[src/rtl/echo_delay_ctrl.sv]
// Echo/delay controller: sequences one external delay-line RAM read, then one write, per accepted sample.
// Wet output and feedback write-back are saturating sums of the input and the attenuated delayed sample.
module echo_delay_ctrl #(
  parameter int BITSIZE = 24,
  parameter int ADDRLEN = 14
) (
  input  logic                      clk,
  input  logic                      resetn,
  input  logic                      sample_stb,
  input  logic signed [BITSIZE-1:0] in_sample,
  input  logic [ADDRLEN-1:0]        delay,
  input  logic [3:0]                mix_shift,
  input  logic [3:0]                fb_shift,
  input  logic                      enable,
  output logic signed [BITSIZE-1:0] out_sample,
  output logic                      out_valid,
  output logic                      busy,
  output logic                      overrun,
  output logic [ADDRLEN-1:0]        mem_addr,
  output logic [BITSIZE-1:0]        mem_wdata,
  input  logic [BITSIZE-1:0]        mem_rdata,
  output logic                      mem_wren
);

  typedef enum logic [2:0] {S_CLEAR, S_IDLE, S_RD, S_CAP, S_WR} state_t;

  state_t                    state_q, state_d;
  logic [ADDRLEN-1:0]        clr_q, clr_d, wptr_q, wptr_d, dlen_q, dlen_d;
  logic signed [BITSIZE-1:0] in_q, in_d, dly_q, dly_d, out_q, out_d;
  logic [3:0]                mix_q, mix_d, fb_q, fb_d;
  logic                      vld_q, vld_d, ovr_q, ovr_d;
  logic signed [BITSIZE-1:0] wet, fbv;

  // Sum at BITSIZE+1 bits; differing top two bits means the result left the representable range.
  function automatic logic signed [BITSIZE-1:0] sat_add(input logic signed [BITSIZE-1:0] a,
                                                        input logic signed [BITSIZE-1:0] b);
    logic signed [BITSIZE:0] s;
    s = {a[BITSIZE-1], a} + {b[BITSIZE-1], b};
    if (s[BITSIZE] != s[BITSIZE-1])
      sat_add = s[BITSIZE] ? {1'b1, {(BITSIZE-1){1'b0}}} : {1'b0, {(BITSIZE-1){1'b1}}};
    else
      sat_add = s[BITSIZE-1:0];
  endfunction

  assign wet = sat_add(in_q, dly_q >>> mix_q);
  assign fbv = sat_add(in_q, dly_q >>> fb_q);

  always_comb begin
    state_d   = state_q;
    clr_d     = clr_q;
    wptr_d    = wptr_q;
    dlen_d    = dlen_q;
    in_d      = in_q;
    dly_d     = dly_q;
    out_d     = out_q;
    mix_d     = mix_q;
    fb_d      = fb_q;
    vld_d     = 1'b0;
    ovr_d     = ovr_q;
    mem_addr  = '0;
    mem_wdata = '0;
    mem_wren  = 1'b0;
    if (sample_stb && state_q != S_IDLE) ovr_d = 1'b1;
    case (state_q)
      S_CLEAR: begin
        mem_wren = 1'b1;
        mem_addr = clr_q;
        clr_d    = clr_q + 1'b1;
        if (clr_q == '1) begin
          state_d = S_IDLE;
          wptr_d  = '0;
        end
      end
      S_IDLE: begin
        if (sample_stb) begin
          if (enable) begin
            in_d    = in_sample;
            dlen_d  = delay;
            mix_d   = mix_shift;
            fb_d    = fb_shift;
            state_d = S_RD;
          end else begin
            out_d = in_sample;
            vld_d = 1'b1;
          end
        end
      end
      S_RD: begin
        mem_addr = wptr_q - dlen_q;
        state_d  = S_CAP;
      end
      S_CAP: begin
        dly_d   = mem_rdata;
        state_d = S_WR;
      end
      S_WR: begin
        mem_addr  = wptr_q;
        mem_wren  = 1'b1;
        mem_wdata = fbv;
        out_d     = wet;
        vld_d     = 1'b1;
        wptr_d    = wptr_q + 1'b1;
        state_d   = S_IDLE;
      end
      default: state_d = S_CLEAR;
    endcase
    // A write in flight while reset is held must not land in the RAM.
    if (!resetn) begin
      mem_wren  = 1'b0;
      mem_addr  = '0;
      mem_wdata = '0;
    end
  end

  always_ff @(posedge clk) begin
    if (!resetn) begin
      state_q <= S_CLEAR;
      clr_q   <= '0;
      wptr_q  <= '0;
      dlen_q  <= '0;
      in_q    <= '0;
      dly_q   <= '0;
      out_q   <= '0;
      mix_q   <= '0;
      fb_q    <= '0;
      vld_q   <= 1'b0;
      ovr_q   <= 1'b0;
    end else begin
      state_q <= state_d;
      clr_q   <= clr_d;
      wptr_q  <= wptr_d;
      dlen_q  <= dlen_d;
      in_q    <= in_d;
      dly_q   <= dly_d;
      out_q   <= out_d;
      mix_q   <= mix_d;
      fb_q    <= fb_d;
      vld_q   <= vld_d;
      ovr_q   <= ovr_d;
    end
  end

  assign out_sample = out_q;
  assign out_valid  = vld_q;
  assign overrun    = ovr_q;
  assign busy       = (state_q != S_IDLE);

endmodule

[config.mk]
export PLATFORM = sky130hd
export DESIGN_NAME = echo_delay_ctrl
export DESIGN_NICKNAME = d
export VERILOG_FILES = /design/src/rtl/echo_delay_ctrl.sv
export SDC_FILE = /design/constraint.sdc
export NUM_CORES = 1
export LEC_CHECK = 0
export ABC_AREA = 1
export BUFFER_PORTS_ARGS = -buffer_cell sky130_fd_sc_hd__buf_2
export CAP_MARGIN = 20
export CORE_ASPECT_RATIO = 0.6
export CORE_MARGIN = 5
export CORE_UTILIZATION = 50
export CTS_BUF_LIST = sky130_fd_sc_hd__clkbuf_4 sky130_fd_sc_hd__clkbuf_8
export DETAILED_ROUTE_END_ITERATION = 6
export GPL_TIMING_DRIVEN = 0
export PLACE_DENSITY = 0.73
export SLEW_MARGIN = 20
export SYNTH_ARGS = -nofsm -noshare
export SYNTH_HDL_FRONTEND = slang
export SYNTH_SLANG_ARGS = --single-unit
[constraint.sdc]
create_clock -name clk -period 8.96 [get_ports clk]
set_input_delay 0 -clock clk [delete_from_list [all_inputs] [get_ports clk]]
set_output_delay 0 -clock clk [all_outputs]
set_load 0.05 [all_outputs]
==> summary.txt <==
Status: finished clean
Grt ovf: 0
Cell taking the most area after synthesis: dfxtp_1
Sequential element share of the synthesized area: 23.0%
Maxcap violations: 0
Ys Warns: 0
Setup TNS Final: 0 ps
Area of the core: 0.0219 mm^2
XOR/XNOR Fraction of Synth Area: 3.32%
Static leakage: 6.44 nW
RSZ-0062 raised after global routing: no
Critical Path Start Type: flop
Fin cells: 2307
Global placement routability congestion: 1.03
Final Instance Area: 0.0132 mm^2
Crit-path max cell delay: 490 ps
Worst path cell trace: clkbuf_1, o21ai_0, mux2i_1, mux2i_1, nand2_1, o21ai_0, ha_1, fa_1, nand3_1, nand3_1, nand2_1, nand2_2, nand2_2, nand3_2, nand2_1, nand2_2, nand3b_4, nand2_4, buf_8, o21ai_2, inv_1, buf_2
Largest cells by area after synthesis: dfxtp_1 23%, nand2_1 15%, o21ai_0 9.4%
Area Growth Syn to Fin: 19.6%
Final worst path period share: 53.8%
Worst-margin pin slew: 975 ps
Routed WL: 42400 um
Worst Path Required: 8960 ps
Largest family of logic cells by synthesized area: simple AND/OR/NAND/NOR gates
Die area: 0.0253 mm^2
CTS tree: built
Maximum root-to-sink buffer count: 2
First-pass GRT wire length: 64800 um
Met2 Resource Use GR: 41.6%
Crit Path Class: reg -> out
Initial antenna violation count: 0
Die width: 202 um
Met1 Usage GRT: 49.2%
Worst path arrival time: 4820 ps
Post-synth top area share: 23.0%
Vias per Instance: 5.74
Busiest grt layer: met1
Count leader, synth: nand2_1
Ys flop type: dfxtp_1
Cell variety after synth: 56
Critical Path Slowest Stage Cell: fa_1
# Post-CTS Setup Buffers: 0
DRT antenna net count: 0
Largest delay share family, worst path: simple AND/OR/NAND/NOR gates
Mapped cell area: 0.0111 mm^2
Synth Area in Simple Gates: 28.8%
Number of global-route vias before repair: 11700
H-tree depth: 4
Input/output buffers: 138
Largest net degree at the start of global routing: 17
Number of synthesized flops with an enable pin: 0
Clock root cell: clkbuf_8
Setup violators final: 0
Post-synthesis mux area share: 2.98%
Critical path capture point type: output pin
First DRT Iteration DRCs: 1729
Tmin final: 4820 ps
Wire per inst: 18.4 um
Dpl hpwl: 34000 um
Die Height: 125 um
1st-pass router iterations: 6
Syn Nets: 1920
CTS sink cnt: 127
Synth Area in Adders: 7.55%
Mean post-synth cell area: 6.22 um^2
Row count: 42
Pre-CTS setup slack: 4760 ps
Layout cells sized above 1: 12.6%
Instance count of the mapped netlist: 1781
Async set-reset flop share out of synthesis: 0%
Post-synth top cells: 452 x nand2_1, 209 x o21ai_0, 184 x inv_1, 176 x a21oi_1, 127 x dfxtp_1
Maximum vdd drop: 0.0000850 V
Initial core utilization: 50.5%
Cts bufs inserted: 17
Clk Latency, worst-skew pair: 490 ps
Worst hold slack: 83.3 ps
Max-slew violations: 0
Power Density: 90.9 mW/mm^2
Final setup margin: 4140 ps
Worst hold path type: in -> reg
Antenna cell count: 0
Crit path buffers/inverters: 4
Slew Limit Headroom: 34.5%
Post-synthesis compound-gate area fraction: 24.2%
Placed inst area: 0.0121 mm^2
Crit-path max FO: 10
Placed cell count: 2205
Met3 GRT Util: 13.2%
Final Hold Viols: 0
#FFs+latches synth: 127
Skew final: 24.0 ps
IO Count: 140
Nets: 2147
Fmax: 207 MHz
DRC: 0
GRT Overall Usage: 32.0%
Clk slew on worst S/H paths: 90 ps
Via Count: 13200
==> path summary, 6_finish.rpt <==
check	from	endpoint	slack [ps]	cells after the start
hold reg to reg	out_sample[20]$_SDFFE_PN0P_	out_sample[20]$_SDFFE_PN0P_	460	2
hold / removal	delay[0]	dlen_q[0]$_SDFFE_PN0P_	80	3
setup reg to reg	mix_q[0]$_SDFFE_PN0P_	out_sample[14]$_SDFFE_PN0P_	4630	25
setup / recovery	fb_q[0]$_SDFFE_PN0P_	mem_wdata[19]	4140	22
==> kinds of logic (layout without fill, tap and decap cells) <==
logic type / count (synthesis) / in the layout
AND/OR/NAND/NOR: 746 / 746
AO/OA/AOI/OAI: 488 / 488
XOR/XNOR: 42 / 42
multiplexers: 33 / 33
buffers and inverters: 280 / 520
flip-flops: 127 / 127
adder cells (fa/ha/maj): 65 / 65
==> cell usage in the layout (no fill, tap or decap), types with 3 or more instances in the layout <==
| master | n |
|---|---|
| nand2_1 | 452 |
| o21ai_0 | 209 |
| inv_1 | 184 |
| a21oi_1 | 176 |
| buf_2 | 143 |
| dfxtp_1 | 127 |
| nor2_1 | 117 |
| nand3_1 | 96 |
| dlygate4sd3_1 | 70 |
| clkbuf_1 | 63 |
| ha_1 | 62 |
| mux2i_1 | 33 |
| xor2_1 | 26 |
| o211ai_1 | 20 |
| nand4_1 | 19 |
| clkbuf_8 | 19 |
| nor3_1 | 18 |
| nand2_2 | 16 |
| o21ai_2 | 16 |
| xnor2_1 | 16 |
| o21ai_1 | 15 |
| inv_2 | 15 |
| a31oi_1 | 14 |
| o21bai_1 | 8 |
| a211oi_1 | 8 |
| a21o_1 | 6 |
| nor2_2 | 6 |
| clkinv_2 | 5 |
| o22ai_1 | 4 |
| buf_1 | 3 |
| or2_2 | 3 |
| a21oi_2 | 3 |
| fa_1 | 3 |
| bufinv_16 | 3 |
==> flip-flops by register name, indices dropped and copies added, names as in the netlist <==
register	flops
overrun	1
in_q	24
mix_q	4
clr_q	14
fb_q	4
state_q	3
dlen_q	14
out_sample	24
wptr_q	14
dly_q	24
out_valid	1
==> routing by layer <==
metal / routed length (um) / share of wire (%)
met1: 19700 / 47
met2: 15800 / 37
met3: 6230 / 15
met4: 652 / 1.5
met5: 0 / 0
==> worst min-delay path, stage by stage <==
cell	delay (ps)
buf_2	100
nand3_1	290
a21oi_1	120
==> report_power, final <==
group	internal [W]	switching, W
Sequential	0.000565	0.00000153
Clock	0.000294	0.000259
Combinational	0.0000387	0.0000442
==> layout make-up <==
| cell class | instances | area [um^2] |
|---|---|---|
| Sequential cell | 127 | 2540 |
| Inverter | 202 | 761 |
| Buffer | 78 | 365 |
| Multi-Input combinational cell | 1374 | 7410 |
| Clock buffer | 21 | 277 |
| Clock inverter | 11 | 139 |
| Timing Repair Buffer | 208 | 1390 |
| Fill cell | 2177 | 8670 |
| Tap cell | 286 | 358 |
==> metrics by stage <==
step                utilization, %  total power [W]
CTS                           60.4          0.00120
floorplan                        -         0.000604
global route                  60.4          0.00123
detailed placement            55.3         0.000636
finish                        60.4          0.00120
global placement              55.3         0.000635
==> repair_timing <==
item,4_1_cts,5_1_grt
endpoints found under the hold margin,94,0
hold buffers,70,0
resized for setup,0,0
Power figures use the tool's default switching activity.
